`config.mk`:
```
export PLATFORM = sky130hd
export DESIGN_NAME = ps2_rx_fifo
export DESIGN_NICKNAME = d
export VERILOG_FILES = /design/src/rtl/ps2_pkg.sv /design/src/rtl/ps2_sync_fifo.sv /design/src/rtl/ps2_rx_fifo.sv
export SDC_FILE = /design/constraint.sdc
export NUM_CORES = 1
export LEC_CHECK = 0
export CAP_MARGIN = 20
export CORE_MARGIN = 4
export CORE_UTILIZATION = 45
export CTS_BUF_LIST = sky130_fd_sc_hd__clkbuf_2 sky130_fd_sc_hd__clkbuf_4 sky130_fd_sc_hd__clkbuf_8
export DETAILED_ROUTE_END_ITERATION = 8
export SETUP_SLACK_MARGIN = 0.5
export SYNTH_ARGS = -nofsm -noshare
export SYNTH_HDL_FRONTEND = slang
export SYNTH_SLANG_ARGS = --single-unit
```
`constraint.sdc`:
```
create_clock -name clk -period 7.11 [get_ports clk]
set_input_delay 1.0665 -clock clk [delete_from_list [all_inputs] [get_ports clk]]
set_output_delay 1.0665 -clock clk [all_outputs]
set_load 0.005 [all_outputs]
```
`src/rtl/ps2_pkg.sv`:
```
// Shared types and constants for the PS/2 receive path.
package ps2_pkg;

  // Start + 8 data + parity + stop.
  localparam int unsigned PS2_FRAME_BITS = 11;
  localparam int unsigned PS2_DATA_BITS  = PS2_FRAME_BITS - 3;

  typedef logic [PS2_DATA_BITS-1:0] ps2_byte_t;

  typedef enum logic [1:0] {
    IDLE,
    DATA,
    PARITY,
    STOP
  } ps2_state_t;

  // Odd parity holds when the data bits and the parity bit XOR to 1.
  function automatic logic ps2_odd_ok(input ps2_byte_t b, input logic p);
    return ^{b, p};
  endfunction

endpackage

```
`src/rtl/ps2_sync_fifo.sv`:
```
// First-word-fall-through FIFO: head entry is always on rdata while valid.
// Push while full is dropped (overflow pulse) unless a pop happens in the same cycle.
module ps2_sync_fifo
  import ps2_pkg::*;
#(
  parameter int unsigned WIDTH = $bits(ps2_byte_t),
  parameter int unsigned DEPTH = 8
) (
  input  logic             clk,
  input  logic             rst,
  input  logic             push,
  input  logic [WIDTH-1:0] wdata,
  input  logic             pop,
  output logic [WIDTH-1:0] rdata,
  output logic             valid,
  output logic             full,
  output logic             overflow
);

  localparam int unsigned AW = $clog2(DEPTH);
  localparam int unsigned PW = AW + 1;

  logic [WIDTH-1:0] mem [DEPTH];
  logic [PW-1:0]    wr_ptr;
  logic [PW-1:0]    rd_ptr;
  logic [PW-1:0]    wr_ptr_n;
  logic [PW-1:0]    rd_ptr_n;
  logic             pop_c;
  logic             push_c;
  logic             full_n;
  logic             empty_n;
  logic             ovf_n;
  logic [WIDTH-1:0] head_n;

  // Next pointers, flags and head word after this cycle's push/pop.
  always_comb begin
    pop_c    = pop & valid;
    push_c   = push & (~full | pop_c);
    rd_ptr_n = rd_ptr + PW'(pop_c);
    wr_ptr_n = wr_ptr + PW'(push_c);
    empty_n  = (wr_ptr_n == rd_ptr_n);
    full_n   = (wr_ptr_n[AW] != rd_ptr_n[AW]) &&
               (wr_ptr_n[AW-1:0] == rd_ptr_n[AW-1:0]);
    ovf_n    = push & full & ~pop_c;
    // The new head may be the word being written right now (empty or last entry).
    if (push_c && (rd_ptr_n[AW-1:0] == wr_ptr[AW-1:0])) begin
      head_n = wdata;
    end else begin
      head_n = mem[rd_ptr_n[AW-1:0]];
    end
  end

  // Storage array; no reset needed on data.
  always_ff @(posedge clk) begin
    if (push_c) begin
      mem[wr_ptr[AW-1:0]] <= wdata;
    end
  end

  // Pointers and registered status/head outputs.
  always_ff @(posedge clk or posedge rst) begin
    if (rst) begin
      wr_ptr   <= '0;
      rd_ptr   <= '0;
      rdata    <= '0;
      valid    <= 1'b0;
      full     <= 1'b0;
      overflow <= 1'b0;
    end else begin
      wr_ptr   <= wr_ptr_n;
      rd_ptr   <= rd_ptr_n;
      rdata    <= head_n;
      valid    <= ~empty_n;
      full     <= full_n;
      overflow <= ovf_n;
    end
  end

endmodule

```
`src/rtl/ps2_rx_fifo.sv`:
```
// PS/2 device-to-host receiver feeding a scan-code FIFO.
// Optional build macro PS2_PARITY_CHECK_EN: reject frames with bad odd parity.
// Without it the parity bit is clocked past but not checked.
module ps2_rx_fifo
  import ps2_pkg::*;
#(
  parameter int unsigned FIFO_DEPTH     = 8,
  parameter int unsigned TIMEOUT_CYCLES = 5000,
  parameter int unsigned SYNC_STAGES    = 2
) (
  input  logic      clk,
  input  logic      rst,
  input  logic      ps2Clk,
  input  logic      ps2Data,
  input  logic      rdEn,
  output ps2_byte_t rdData,
  output logic      rdValid,
  output logic      inhibitReq,
  output logic      frameErr,
  output logic      overflow
);

  localparam int unsigned TW  = $clog2(TIMEOUT_CYCLES + 1);
  localparam int unsigned BCW = $clog2(PS2_DATA_BITS);

  logic [SYNC_STAGES-1:0] clk_sync;
  logic [SYNC_STAGES-1:0] data_sync;
  logic                   clk_d;
  logic                   clk_s;
  logic                   data_s;
  logic                   fall_c;

  ps2_state_t             state;
  ps2_state_t             state_n;
  logic [BCW-1:0]         bit_cnt;
  logic [BCW-1:0]         bit_cnt_n;
  ps2_byte_t              shreg;
  ps2_byte_t              shreg_n;
  logic [TW-1:0]          tcnt;
  logic                   tout_c;
  logic                   frame_ok_c;
  logic                   push_c;
  logic                   err_c;

  assign clk_s  = clk_sync[SYNC_STAGES-1];
  assign data_s = data_sync[SYNC_STAGES-1];
  assign fall_c = clk_d & ~clk_s;

  // Pin synchronizers plus one delay stage for falling-edge detect; idle bus is high.
  always_ff @(posedge clk or posedge rst) begin
    if (rst) begin
      clk_sync  <= '1;
      data_sync <= '1;
      clk_d     <= 1'b1;
    end else begin
      clk_sync  <= {clk_sync[SYNC_STAGES-2:0], ps2Clk};
      data_sync <= {data_sync[SYNC_STAGES-2:0], ps2Data};
      clk_d     <= clk_s;
    end
  end

  // Inactivity counter inside a frame; restarts on every sampled clock edge.
  always_ff @(posedge clk or posedge rst) begin
    if (rst) begin
      tcnt <= '0;
    end else if ((state == IDLE) || fall_c) begin
      tcnt <= '0;
    end else begin
      tcnt <= tcnt + TW'(1);
    end
  end

  assign tout_c = (state != IDLE) && !fall_c && (tcnt == TW'(TIMEOUT_CYCLES - 1));

`ifdef PS2_PARITY_CHECK_EN
  logic par_bit;
  logic par_bit_n;

  // Parity bit captured in PARITY, checked at STOP.
  always_ff @(posedge clk or posedge rst) begin
    if (rst) begin
      par_bit <= 1'b0;
    end else begin
      par_bit <= par_bit_n;
    end
  end

  assign frame_ok_c = data_s & ps2_odd_ok(shreg, par_bit);
`else
  assign frame_ok_c = data_s;
`endif

  // Frame FSM state and datapath registers.
  always_ff @(posedge clk or posedge rst) begin
    if (rst) begin
      state    <= IDLE;
      bit_cnt  <= '0;
      shreg    <= '0;
      frameErr <= 1'b0;
    end else begin
      state    <= state_n;
      bit_cnt  <= bit_cnt_n;
      shreg    <= shreg_n;
      frameErr <= err_c;
    end
  end

  // Next-state logic; bits are taken only on the synchronized falling edge.
  always_comb begin
    state_n   = state;
    bit_cnt_n = bit_cnt;
    shreg_n   = shreg;
    push_c    = 1'b0;
    err_c     = 1'b0;
`ifdef PS2_PARITY_CHECK_EN
    par_bit_n = par_bit;
`endif
    if (tout_c) begin
      state_n = IDLE;
      shreg_n = '0;
      err_c   = 1'b1;
    end else if (fall_c) begin
      unique case (state)
        IDLE: begin
          if (!data_s) begin
            state_n   = DATA;
            bit_cnt_n = '0;
          end
        end
        DATA: begin
          shreg_n   = {data_s, shreg[PS2_DATA_BITS-1:1]};
          bit_cnt_n = bit_cnt + BCW'(1);
          if (bit_cnt == BCW'(PS2_DATA_BITS - 1)) begin
            state_n = PARITY;
          end
        end
        PARITY: begin
`ifdef PS2_PARITY_CHECK_EN
          par_bit_n = data_s;
`endif
          state_n = STOP;
        end
        STOP: begin
          state_n = IDLE;
          if (frame_ok_c) begin
            push_c = 1'b1;
          end else begin
            err_c = 1'b1;
          end
        end
        default: state_n = IDLE;
      endcase
    end
  end

  // Scan-code buffer; full doubles as the host-inhibit request.
  ps2_sync_fifo #(
    .WIDTH (PS2_DATA_BITS),
    .DEPTH (FIFO_DEPTH)
  ) u_fifo (
    .clk      (clk),
    .rst      (rst),
    .push     (push_c),
    .wdata    (shreg),
    .pop      (rdEn),
    .rdata    (rdData),
    .valid    (rdValid),
    .full     (inhibitReq),
    .overflow (overflow)
  );

endmodule
```
Word-level counts from Yosys, hierarchy flattened
Memory sizes are Yosys's and may differ from the RTL's. A register that Yosys moved wholly into a read port is not among the register bits.
Cells that the tools add are included.
- input bits: 5
- logic and storage cells: 74
- memory bits (read-only): 0
- bits in latches: 0
- RAM bits: 64
- register bits after elaboration: 43
- output and inout bits: 12
- memories: 1
- divide/modulo/power cells: 0
- bitwise gates (word level): 11
- shift-type cells: 0
- multiply operators: 0
- reductions and logical operators: 13
- $lt $le $gt $ge: 0
- mux-type cells: 21
- equal/unequal tests: 11
- add/sub/neg operators: 4
- memory list (name ; words ; width ; rd ports ; clocked after Yosys merged registers in ; wr ports ; line ; RTL):
    u_fifo.mem ; 8 ; 8 ; 1 ; 1 ; 1 ; ps2_sync_fifo.sv:23 ; logic [WIDTH-1:0] mem [DEPTH];
- operators with widths (cell ; count):
    8-bit two-way mux ; 3
    13-bit by 1-bit adder with 13-bit output, second input constant ; 1
    13-bit equality test, second input constant ; 1
    13-bit two-way mux ; 1
    1-bit two-way mux ; 10
    4-bit by 1-bit adder with 4-bit output ; 2
    2-bit two-way mux ; 4
    2-bit case mux with 4 select lines ; 1
    2-bit nonzero test ; 4
    3-bit inequality test, second input constant ; 2
    3-bit case mux with 2 select lines ; 1
    1-bit AND ; 5
    1-bit inverter ; 5
    2-bit equality test, second input constant ; 2
    4-bit equality test ; 1
    4-bit AND reduction ; 1
    3-bit by 1-bit adder with 3-bit output, second input constant ; 1
    3-bit equality test ; 1
    3-bit equality test, second input constant ; 1
    1-bit logical AND ; 3
    3-bit two-way mux ; 1
    3-bit AND reduction ; 1
    2-bit by 1-bit equality test with 1-bit output, second input constant ; 1
    2-bit zero test ; 1
    other kinds (6) ; 6

Longest topological paths before layout
Gate-level depths: netlist of run 1.
- depth after elaboration: 10
- depth in mapped cells: 10
- gate-level depth less buffers: 10

By module
From an unflattened synthesis of run 1, not the netlist that was laid out.
- cells, all modules: 325
- area, all modules: 4754.6 um2
- modules (own cells, without submodules) (module ; sequential area each (um2) ; area an instance (um2) ; cells an instance ; instances):
    ps2_sync_fifo ; 2397.3 ; 3275.6 ; 184 ; 1
    ps2_rx_fifo ; 807.0 ; 1478.9 ; 141 ; 1

Least setup slack after synthesis of run 1
Ideal clock, no wire load.
- path kind: in2reg
- start: input rdEn
- end: register u_fifo.rdata[0] (read register of u_fifo.mem)
- path slack: 4.018 ns
- data required time: 6.985 ns
- path buffers: 2
- arrival: 2.967 ns
- setup time: 0.125 ns
- stages: 9
- path through: nand2_1 -> inv_1 -> ha_1 -> ha_1 -> clkbuf_1 -> buf_2 -> mux4_2 -> mux2_2 -> mux2_4
- cells in the longest elaborated chain, start to end: 2
- ends and longest elaborated chain (what ; line ; RTL):
    start, declared ; ps2_rx_fifo.sv:15 ; input logic rdEn,
    1-bit AND ; ps2_sync_fifo.sv:37 ; pop_c = pop & valid;
    4-bit by 1-bit adder with 4-bit output ; ps2_sync_fifo.sv:39 ; rd_ptr_n = rd_ptr + PW'(pop_c);
    net u_fifo.rd_ptr_n[1] ; ps2_sync_fifo.sv:27 ; logic [PW-1:0] rd_ptr_n;
    end, declared ; ps2_sync_fifo.sv:14 ; output logic [WIDTH-1:0] rdata,
The timed path passes the listed nets, and every way through them passes these cells.
A chain may end at the register's enable or synchronous reset.

Worst setup path after layout of run 1
- start: input rdEn
- end: register u_fifo.rdata[4] (read register of u_fifo.mem)
The elaborated chain is that of the path after synthesis.

==> out/metrics.yaml, run 1 <==
antenna_found_initial: 0
ys.flop_type: "edfxtp_1"
critPathTopFamily: "adder cells"
synth_top_area_frac: 0.4002
ir_worst_vdd_uv: 162.8
hold_viol: 0
synth_area_leaders: "edfxtp_1 40%, dfrtp_1 24%, mux4_1 4.4%, mux4_2 3.8%, xnor2_1 2.9%"
drt-total-wl_um: 7821
grtUsageMet2: 0.2211
use_met1: 0.1804
critPathKind: "primary input to register"
numCtsBuffers: 17
htreeDepth: 4
worstPathCellList: "clkdlybuf4s50_1 -> nand2_1 -> inv_1 -> ha_1 -> ha_1 -> xnor2_1 -> nand4_2 -> mux2_4"
synth_area_per_cell_um2: 15.64
clock_latency_ps: 410
grt_usage: 0.1370
r2r_start: "u_fifo.valid"
core_area_mm2: 0.01037
synth.distinct_cells: 38
die_h_um: 111.3
grt_pass1_vias: 2538
cts_hold_buf: 0
setup_viol: 0
cts_tree: "yes"
synth_edf_count: 64
fin_skew_ps: 15.85
clkTransAtPathRegs_ps: 70
critPathMostFrequentCell: "ha_1"
fin_util: 0.5373
nets: 354
fmax_ghz: 0.2975
r2r_cells: 7
die_area_mm2: 0.01239
fin_setup_tns_ps: 0
min_path_cells: 0
wl_per_cell_um: 16.06
slowest_stage: "ha_1"
grt_overflow_total: 0
io_buffers: 16
dp_hpwl_um: 5080
power.leakage_uw: 0.002121
gr-usage-met3: 0.04258
ant_nets: 0
cts_root_buf: "clkbuf_8"
min_path_type: "register to register"
fillers: 852
startpoint_type: "primary input"
grt_setup_unrepaired: "false"
drt_pass1_iterations: 5
synth_cells: 307
min_to: "data_sync[1]"
drv_slew: 0
yosys-top-cells-count: "64 x edfxtp_1, 46 x dfrtp_1, 20 x nand2_1"
drv_cap: 0
area_growth_pct: 16.02
vias: 2490
min_period_ps: 3361
grt_pass1_wl_um: 13190
period_share: 0.4728
drive_gt1_frac: 0.2137
register_area_mm2: 0.003204
drc: 0
critical_path_buf_inv_count: 2
place_congestion: 0.7735
syn_nets: 323
status: "completed"
ys_async_sr_fraction: 0.4435
cp_max_fo: 19
num_rows: 37
cp_data_arrival_time_ps: 3650
slowest_delay_ps: 850
multiInputGateArea_mm2: 0.001483
cts_setup_buffers: 0
r2r_slack_ps: 4430
rr_endpoint: "u_fifo.rdata[4]"
worst_pin_slew_ps: 933.6
required_ps: 7400
ys_warn_count: 0
slew_headroom: 0.3724
synth.most_common_cell: "edfxtp_1"
busiest_layer: "met2"
diodes: 0
dieWidth_um: 111.3
ys_ff_latch: 115
hold_start: "data_sync[0]"
routed_via_density: 5.113
synth_area_mm2: 0.004802
drt_iter0_markers: 124
clock_sinks: 115
power_per_cell_area_mw_per_mm2: 400.7
yosysTopAreaCell: "edfxtp_1"
cp-end-kind: "register"
ctsResizeCount: 0
ios: 17
start_util: 0.4631
grt_start_max_net_pins: 52
cts_buffer_depth: 2
yosysSeqAreaShare: 0.6673
-- area by class of cell --
class / count / area share
inverter: 12 / 0.008084
clock buffer: 19 / 0.04581
sequential: 115 / 0.5751
clock inverter: 13 / 0.03301
tap: 136 / 0.03054
timing repair buffer: 23 / 0.04132
multi-input combinational: 169 / 0.2661
-- power by group --
| part | switching [µW] | total (µW) | internal, µW | leakage [µW] |
|---|---|---|---|---|
| registers | 100 | 932 | 831 | 0.00123 |
| logic | 276 | 647 | 370 | 0.000680 |
| clock network | 260 | 654 | 395 | 0.000215 |
-- flip-flops by register name, summed over array words and instances, names as in the netlist, 2 cells and up --
name	cells
u_fifo.mem	64
tcnt	13
shreg	8
u_fifo.rdata	8
u_fifo.rd_ptr	4
u_fifo.wr_ptr	4
bit_cnt	3
clk_sync	2
data_sync	2
state	2
-- worst max-delay path by stage --
stage	startpoint	end	slack (ps)	depth (start not counted)
6_report	rdEn	u_fifo.rdata[4]	3750	8
4_1_cts	rdEn	u_fifo.rdata[3]	3510	9
3_3_place_gp	rdEn	u_fifo.rdata[1]	3020	9
5_1_grt	rdEn	u_fifo.rdata[3]	3630	8
3_5_place_dp	rdEn	u_fifo.rdata[4]	3080	9
2_1_floorplan	rdEn	u_fifo.rdata[0]	4020	9
-- cell usage in the layout (no fill, tap or decap), types with 2 or more instances in the layout --
cell and count:
inv_1 11, clkbuf_4 2, mux2_2 8, o21ai_0 6
bufinv_16 4, ha_1 11, clkinvlp_4 3, nand3_1 19
mux2i_1 3, dfrtp_1 46, nand4_1 3, mux4_1 8
edfxtp_1 64, nor4_1 4, clkinv_4 3, or3_1 2
nor3_1 5, buf_4 3, clkbuf_8 18, nor2_1 19
xor2_1 4, mux4_2 8, a21oi_1 9, clkdlybuf4s50_1 16
dfstp_2 5, clkinv_2 3, nand2_1 20, nor2b_1 2
nand2b_1 2, mux2_4 8, xnor2_1 16
-- metal layers --
| layer | wire (µm) | vias to the layer above |
|---|---|---|
| li1 | - | 1209 |
| met1 | 3594 | 1244 |
| met2 | 3983 | 33 |
| met3 | 203 | 4 |
| met4 | 40 | 0 |
| met5 | 0 | - |
-- cell families after synthesis --
kind of cell    Yosys count  share of synthesized area
compound gates           20                    0.02449
xor+xnor                 20                    0.03648
fa+ha+maj                11                    0.02866
buf+inv                  23                    0.02501
flops                   115                     0.6673
mux                      35                     0.1313
simple gates             83                    0.08676
-- worst register-to-register path, stage by stage (launching register included) --
cell and delay (ps):
dfrtp_1 380, nand2_1 90, inv_1 50, ha_1 200
ha_1 850, xnor2_1 210, nand4_2 370, mux2_4 420
-- through the flow --
step                total power, µW  hold slack [ps]  cells  area, µm²  setup WS [ps]
global placement               1564            345.6    450       5077           3023
CTS                            2240            358.5    483       5522           3511
detailed placement             1578            347.2    451       5082           3083
floorplan                      1433            345.2    307       4802           4018
global route                   2372            359.0    487       5572           3631
finish                         2233            356.5    487       5572           3749
Note: power is estimated with default switching activity, not from simulation.
==> run 2: changes to the inputs <==
==> constraint.sdc (replaced) <==
create_clock -name clk -period 3.4 [get_ports clk]
set_input_delay 0.51 -clock clk [delete_from_list [all_inputs] [get_ports clk]]
set_output_delay 0.51 -clock clk [all_outputs]
set_load 0.005 [all_outputs]
==> out/metrics.yaml, run 2 (synthesis gave the netlist of run 1 again) <==
min_path_cells: 0
fin_setup_tns_ps: 0
grt_setup_unrepaired: "false"
clkTransAtPathRegs_ps: 70
critical_path_buf_inv_count: 3
cts_tree: "yes"
drt_iter0_markers: 113
path_depth: 8
num_rows: 37
r2r_cells: 7
clock_latency_ps: 420
drive_gt1_frac: 0.2241
combPwrFrac: 0.288
core_area_mm2: 0.01037
drv_cap: 0
drt-total-wl_um: 7939
fin_util: 0.5384
cts_hold_buf: 0
worst_pin_slew_ps: 747.7
internal-power_uw: 3334
status: "completed"
ctsResizeCount: 0
area_growth_pct: 16.26
ios: 17
die_area_mm2: 0.01239
cp-end-kind: "register"
grt_pass1_vias: 2622
vias: 2511
ir_worst_vdd_uv: 355.1
critPathKind: "primary input to register"
antenna_found_initial: 0
grt_usage: 0.1408
cts_buffer_depth: 2
final_cell_mix: "64 x edfxtp_1, 46 x dfrtp_1, 20 x nand2_1"
wl_per_cell_um: 16.10
numCtsBuffers: 17
crit_start: "rdEn"
period_share: 0.7302
hold_start: "data_sync[0]"
cp_max_fo: 19
p_sw_uw: 1308
power_frac_seq: 0.419
cp_data_arrival_time_ps: 2780
clkPwrFrac: 0.294
drv_slew: 0
drc: 0
fmax_ghz: 0.4028
slowest_stage: "mux4_1"
nets: 360
start_util: 0.4631
die_h_um: 111.3
final_common_cell: "edfxtp_1"
hold_ws_ps: 357.5
min_period_ps: 2483
fin_skew_ps: 15.22
ant_nets: 0
io_buffers: 16
drt_pass1_iterations: 4
dieWidth_um: 111.3
power_per_cell_area_mw_per_mm2: 831.5
setup_viol: 0
swShare: 0.2817
slew_headroom: 0.4997
cts_setup_buffers: 0
min_path_type: "register to register"
required_ps: 3700
critPathTopFamily: "multiplexers"
dp_hpwl_um: 5123
largest_reg_flops: 64
grt_start_max_net_pins: 52
r2r_start: "u_fifo.valid"
clock_sinks: 115
hold_viol: 0
startpoint_type: "primary input"
power.leakage_uw: 0.002159
htreeDepth: 4
diodes: 0
grt_pass1_wl_um: 13590
place_congestion: 0.7978
grt_overflow_total: 0
worstPathCellList: "clkdlybuf4s50_1 -> nand2_1 -> inv_1 -> ha_1 -> buf_4 -> mux4_1 -> mux2_2 -> mux2_4"
slowest_delay_ps: 590
routed_via_density: 5.093
cts_root_buf: "clkbuf_8"
## run 2: cell count changes in the layout (fill, tap and decap cells not counted)
cell	delta
buf_12	-1
buf_2	-1
buf_4	+10
buf_8	-1
clkbuf_4	+1
clkinv_2	+2
clkinv_4	-3
clkinvlp_4	-3
inv_4	+2
nor3_1	+1
nor3_2	-1
## run 2: layout make-up
type | instances | area, µm²
fill | 876 | 4787
sequential | 115 | 3204
multi-input combinational | 169 | 1478
clock buffer | 21 | 270.3
timing repair buffer | 29 | 257.7
tap | 136 | 170.2
clock inverter | 11 | 157.7
inverter | 12 | 45.04
## run 2: stage by stage
step,worst slack (ps),total power (µW),instances,area [µm²]
3_3_place_gp,532.9,3299,461,5155
3_5_place_dp,487.5,3331,461,5155
2_1_floorplan,864.2,2997,307,4802
5_1_grt,838.4,4928,493,5583
4_1_cts,937.7,4703,493,5583
6_report,917.3,4642,493,5583
## run 2: path summary, 6_finish.rpt
check / endpoint / slack [ps]
max: u_fifo.rdata[6] / 920
min: data_sync[1] / 360
max reg2reg: u_fifo.rdata[6] / 1060
min reg2reg: data_sync[1] / 360
max in group asynchronous: shreg[5] / 2390
min in group asynchronous: state[1] / 580
## run 2: per-layer routing
metal	up-vias	routed length, µm	global-route usage
li1	1216	-	-
met1	1261	3660	0.1882
met2	28	3967	0.2199
met3	6	250	0.04258
met4	0	59	0.05109
met5	-	0	0
## run 2: power groups by stage
stage               combinational (µW)  clock, µW  sequential [µW]
floorplan                         1090          0             1910
global placement                  1330          0             1970
detailed placement                1360          0             1970
CTS                               1360       1400             1950
global route                      1470       1480             1980
finish                            1340       1360             1940
## run 2: worst register-to-register path: cells and delay by family (launching register included)
kind	cells	cell delay, ps
AND/OR/NAND/NOR	1	90
multiplexers	3	1150
adder cells (fa/ha/maj)	1	260
flip-flops	1	380
buffers and inverters	2	370
==> run 3: changes to the inputs <==
==> constraint.sdc (replaced) <==
create_clock -name clk -period 2.5 [get_ports clk]
set_input_delay 0.375 -clock clk [delete_from_list [all_inputs] [get_ports clk]]
set_output_delay 0.375 -clock clk [all_outputs]
set_load 0.005 [all_outputs]
==> out/metrics.yaml, run 3 (synthesis gave the netlist of run 1 again) <==
die_h_um: 111.3
grt_setup_unrepaired: "true"
startpoint_type: "register"
routed_via_density: 5.077
antenna_found_initial: 0
die_area_mm2: 0.01239
rr_endpoint: "u_fifo.rdata[4]"
vias: 2584
core_area_mm2: 0.01037
critical_path_buf_inv_count: 2
grt_pass1_vias: 2698
largest_reg_flops: 64
critPathTopFamily: "multiplexers"
clkTransAtPathRegs_ps: 70
grt_pass1_wl_um: 13930
io_buffers: 16
min_path_type: "primary input to asynchronous set/reset pin"
power.leakage_uw: 0.002217
ios: 17
grt_start_max_net_pins: 32
final_common_cell: "edfxtp_1"
place_congestion: 0.7765
placed_cell_area_mm2: 0.005286
cts_root_buf: "clkbuf_8"
worstPathCellList: "nand2_2 -> inv_2 -> ha_4 -> buf_12 -> mux4_2 -> mux2_4 -> mux2_4"
drv_cap: 0
ir_worst_vdd_uv: 545.3
cts_tree: "yes"
register_area_mm2: 0.003204
wl_per_cell_um: 16.48
cts_buffer_depth: 2
fillers: 840
num_rows: 37
crit_start: "u_fifo.valid"
final_area_mm2: 0.005841
cp_max_fo: 8
nets: 376
slew_headroom: 0.6751
ant_nets: 0
critPathMostFrequentCell: "mux2_4"
grt_usage: 0.1450
clock_latency_ps: 420
min_period_ps: 2108
critPathKind: "register to register"
r2r_start: "u_fifo.valid"
period_share: 0.8430
drt_pass1_iterations: 4
dp_hpwl_um: 5501
fin_setup_tns_ps: 0
diodes: 0
r2r_slack_ps: 390
htreeDepth: 4
start_util: 0.4631
cp_data_arrival_time_ps: 2410
dieWidth_um: 111.3
r2r_cells: 7
layout_setup_ws_ps: 392.5
cp-end-kind: "register"
setup_viol: 0
final_cell_mix: "64 x edfxtp_1, 46 x dfrtp_1, 23 x buf_4"
drv_slew: 0
worst_pin_slew_ps: 487.4
fmax_ghz: 0.4745
status: "completed"
slowest_delay_ps: 520
multiInputGateArea_mm2: 0.001575
place_ws_ps: -140.9
drt-total-wl_um: 8389
numCtsBuffers: 17
drt_iter0_markers: 122
drive_gt1_frac: 0.3190
slowest_stage: "mux4_2"
power_per_cell_area_mw_per_mm2: 1136
required_ps: 2800
drc: 0
grt_overflow_total: 0
fin_skew_ps: 8.442
hold_viol: 0
area_growth_pct: 21.63
path_depth: 7
clock_sinks: 115
-- run 3: worst max-delay path by stage --
stage | to | slack [ps]
after floorplan | u_fifo.rdata[0] | 360
after global placement | u_fifo.rdata[0] | -120
after detailed placement | u_fifo.rdata[7] | -140
after CTS | u_fifo.rdata[7] | 360
after global routing | u_fifo.rdata[6] | 320
final | u_fifo.rdata[4] | 390
-- run 3: metal layers --
layer / GRT usage / vias up / wire, µm
li1: - / 1237 / -
met1: 0.1852 / 1291 / 3747
met2: 0.2356 / 48 / 4249
met3: 0.03876 / 8 / 271
met4: 0.06083 / 0 / 121
met5: 0 / - / 0
-- run 3: timing repair --
action | in CTS | in global routing
resized for setup | 11 | 17
buffers inserted | 7 | 3
hold buffers | 0 | 0
endpoints found under the setup margin | 10 | 11
pin swaps | 4 | 6
-- run 3: per-stage QoR --
| stage | std cells | util | power, µW | hold slack (ps) |
|---|---|---|---|---|
| 2_1_floorplan | 307 | - | 4152 | 345.2 |
| 3_3_place_gp | 467 | 0.5098 | 4709 | 345.7 |
| 3_5_place_dp | 467 | 0.5098 | 4771 | 346.9 |
| 4_1_cts | 506 | 0.5537 | 6563 | 280.0 |
| 5_1_grt | 509 | 0.5632 | 7023 | 299.7 |
| 6_report | 509 | 0.5632 | 6636 | 283.5 |
-- run 3: area by class of cell --
cell class	count	area share
clock buffer	18	0.04135
clock inverter	14	0.02699
inverter	12	0.008141
multi-input combinational	169	0.2697
sequential	115	0.5486
tap	136	0.02913
timing repair buffer	45	0.07605
-- run 3: report_power, final --
group          switching, µW  internal, µW
registers                293          2360
logic                    915          1380
clock network            776           906
==> edit, RTL diff (config.mk and constraints of run 3) <==
Re-encode `ps2_state_t` (4 states) as one-hot, 4 bits wide.
--- a/src/rtl/ps2_pkg.sv
+++ b/src/rtl/ps2_pkg.sv
@@ -8,9 +8,9 @@
   typedef logic [PS2_DATA_BITS-1:0] ps2_byte_t;
 
-  typedef enum logic [1:0] {
-    IDLE,
-    DATA,
-    PARITY,
-    STOP
+  typedef enum logic [3:0] {
+    IDLE   = 4'b0001,
+    DATA   = 4'b0010,
+    PARITY = 4'b0100,
+    STOP   = 4'b1000
   } ps2_state_t;
 
Behaviour: same outputs for any inputs over 10 cycles, from zero or initial values and one cycle with rst high; not proved beyond that.
==> edit against run 3 <==
  * Routed wire length is 6.3% higher
  * Worst setup slack worse by 0.24 ns
  * Die area is 0.66% higher
  * Final area is 3.8% higher
  * First-iteration DRC count is 28% higher
  * Cell count is 1.2% higher
  * Area after synthesis is 0.70% higher
  * Sequential cell count is 2 higher
  * Sequential share of layout area is 1.1 points lower
  * Via count is 4.1% higher
  * Non-clock buffer count is 6 higher
  * Critical path depth stayed put
Power is not compared: it rests on default switching activity, and its combinational part moved more than twofold at a synthesized area within 25%.
==> edit: results <==
<?xml version="1.0" encoding="UTF-8"?>
<metrics>
  <group name="logic_synthesis">
    <metric name="synth.net_count" unit="">321</metric>
    <metric name="synth.top_cells.by_count" unit="">64 x sky130_fd_sc_hd__edfxtp_1, 47 x sky130_fd_sc_hd__dfrtp_1, 33 x sky130_fd_sc_hd__nor2_1</metric>
    <metric name="synth_async_sr_flop_share" unit="%">45.3</metric>
    <metric name="synth-seq-area-share" unit="%">67.3</metric>
    <metric name="synthesis.area_per_instance" unit="sq um">15.7</metric>
    <metric name="synth_top_area_share" unit="%">39.7</metric>
  </group>
  <group name="global_route">
    <metric name="antenna_found_initial" unit="">0</metric>
    <metric name="grt_use_total" unit="%">15.5</metric>
    <metric name="grt_pass1_wl" unit="microns">14700</metric>
    <metric name="grt_start_max_net_pins" unit="">26</metric>
  </group>
  <group name="clock_network">
    <metric name="buffers_from_clock_root_to_sink_at_most" unit="">2</metric>
    <metric name="htree_levels" unit="">4</metric>
  </group>
  <group name="sta">
    <metric name="worst_slew_margin_rel" unit="%">61.5</metric>
    <metric name="finalClockSkew" unit="ns">0.0115</metric>
  </group>
  <group name="critical_path">
    <metric name="reg2reg_to" unit="">u_fifo.rdata[5]$_DFF_PP0_</metric>
    <metric name="critical_path_arrival" unit="ns">2.66</metric>
    <metric name="worst-r2r-cell-count" unit="">7</metric>
    <metric name="crit_path_max_fanout" unit="">7</metric>
    <metric name="regToRegSetupSlack" unit="ns">0.15</metric>
  </group>
  <group name="placed_design">
    <metric name="gp_congestion" unit="">0.812</metric>
    <metric name="hpwl" unit="microns">5710</metric>
  </group>
  <group name="detailed_routing">
    <metric name="drt-initial-drc-count" unit="">156</metric>
    <metric name="vias" unit="">2690</metric>
  </group>
  <group name="run_status">
    <metric name="status" unit="">finished clean</metric>
  </group>
  <group name="cells_and_area">
    <metric name="share_of_layout_cells_above_drive_strength_1" unit="%">33.8</metric>
    <metric name="layout.nets" unit="">378</metric>
  </group>
</metrics>
## edit: changes by cell type after synthesis, moves of 6 or more
cell,change
sky130_fd_sc_hd__mux4_1,-8
sky130_fd_sc_hd__mux4_2,+8
sky130_fd_sc_hd__nor2_1,+14
sky130_fd_sc_hd__nand3_1,-7
sky130_fd_sc_hd__nand2_1,-11
sky130_fd_sc_hd__mux2_2,+8
sky130_fd_sc_hd__mux2_4,-8
sky130_fd_sc_hd__mux2i_1,+6
sky130_fd_sc_hd__inv_1,-9
## edit: area by class of cell
| cell class | instances | area [sq um] |
|---|---|---|
| multi-input combinational | 176 | 1640 |
| inverter | 3 | 11.3 |
| timing repair buffer | 51 | 543 |
| clock buffer | 21 | 277 |
| tap | 136 | 170 |
| sequential | 117 | 3260 |
| clock inverter | 11 | 156 |
| fill | 824 | 4360 |
## edit: report_power, final
group	switching, mW	total, mW	internal [mW]
logic	0.221	0.440	0.219
registers	0.129	2.31	2.18
clock network	0.718	1.87	1.15
## edit: kinds of logic (layout without fill, tap and decap cells)
group                      Yosys count  in the layout  synth area share, %
muxes                               41             41                 13.0
adders and majority gates            7              7                 1.81
and+or+nand+nor                     89             89                 9.86
xor gates and xnor gates            21             21                 3.96
AOI/OAI and AO/OA                   18             18                 2.30
buffers and inverters               16             86                 1.71
DFF                                117            117                 67.3
## edit: worst min path at each step
stage	startpoint	slack [ns]	endpoint
2_1_floorplan	clk_sync[0]$_DFF_PP1_	0.35	clk_sync[1]$_DFF_PP1_
3_5_place_dp	data_sync[0]$_DFF_PP1_	0.35	data_sync[1]$_DFF_PP1_
6_report	rst	0.30	u_fifo.rdata[6]$_DFF_PP0_
3_3_place_gp	clk_sync[0]$_DFF_PP1_	0.35	clk_sync[1]$_DFF_PP1_
5_1_grt	rst	0.32	u_fifo.rdata[6]$_DFF_PP0_
4_1_cts	rst	0.28	u_fifo.rdata[6]$_DFF_PP0_
## edit: through the flow
step                area (sq um)  worst slack [ns]  setup TNS [ns]  total power [mW]  std cells
finish                      6060             0.149               0              4.62        515
floorplan                   4910             0.119               0              2.62        309
global placement            5400            -0.260           -1.91              2.73        471
global route                6060             0.109               0              4.85        515
CTS                         5940             0.172               0              4.67        509
detailed placement          5400            -0.281           -2.06              2.74        471
## edit: what timing repair did
action,CTS,global route
hold endpoints to repair,0,0
resized for setup,9,13
setup buffers,6,5
setup endpoints to repair,42,26
cloned,0,1
pin swaps,3,5
## edit: layer usage
metal | GRT usage [%] | share of wire (%) | routed length (microns) | vias up
li1 | - | - | - | 1272
met1 | 20.8 | 46 | 4110 | 1360
met2 | 23.9 | 49 | 4380 | 46
met3 | 4.95 | 3.5 | 315 | 12
met4 | 5.35 | 1.2 | 110 | 0
met5 | 0 | 0 | 0 | -
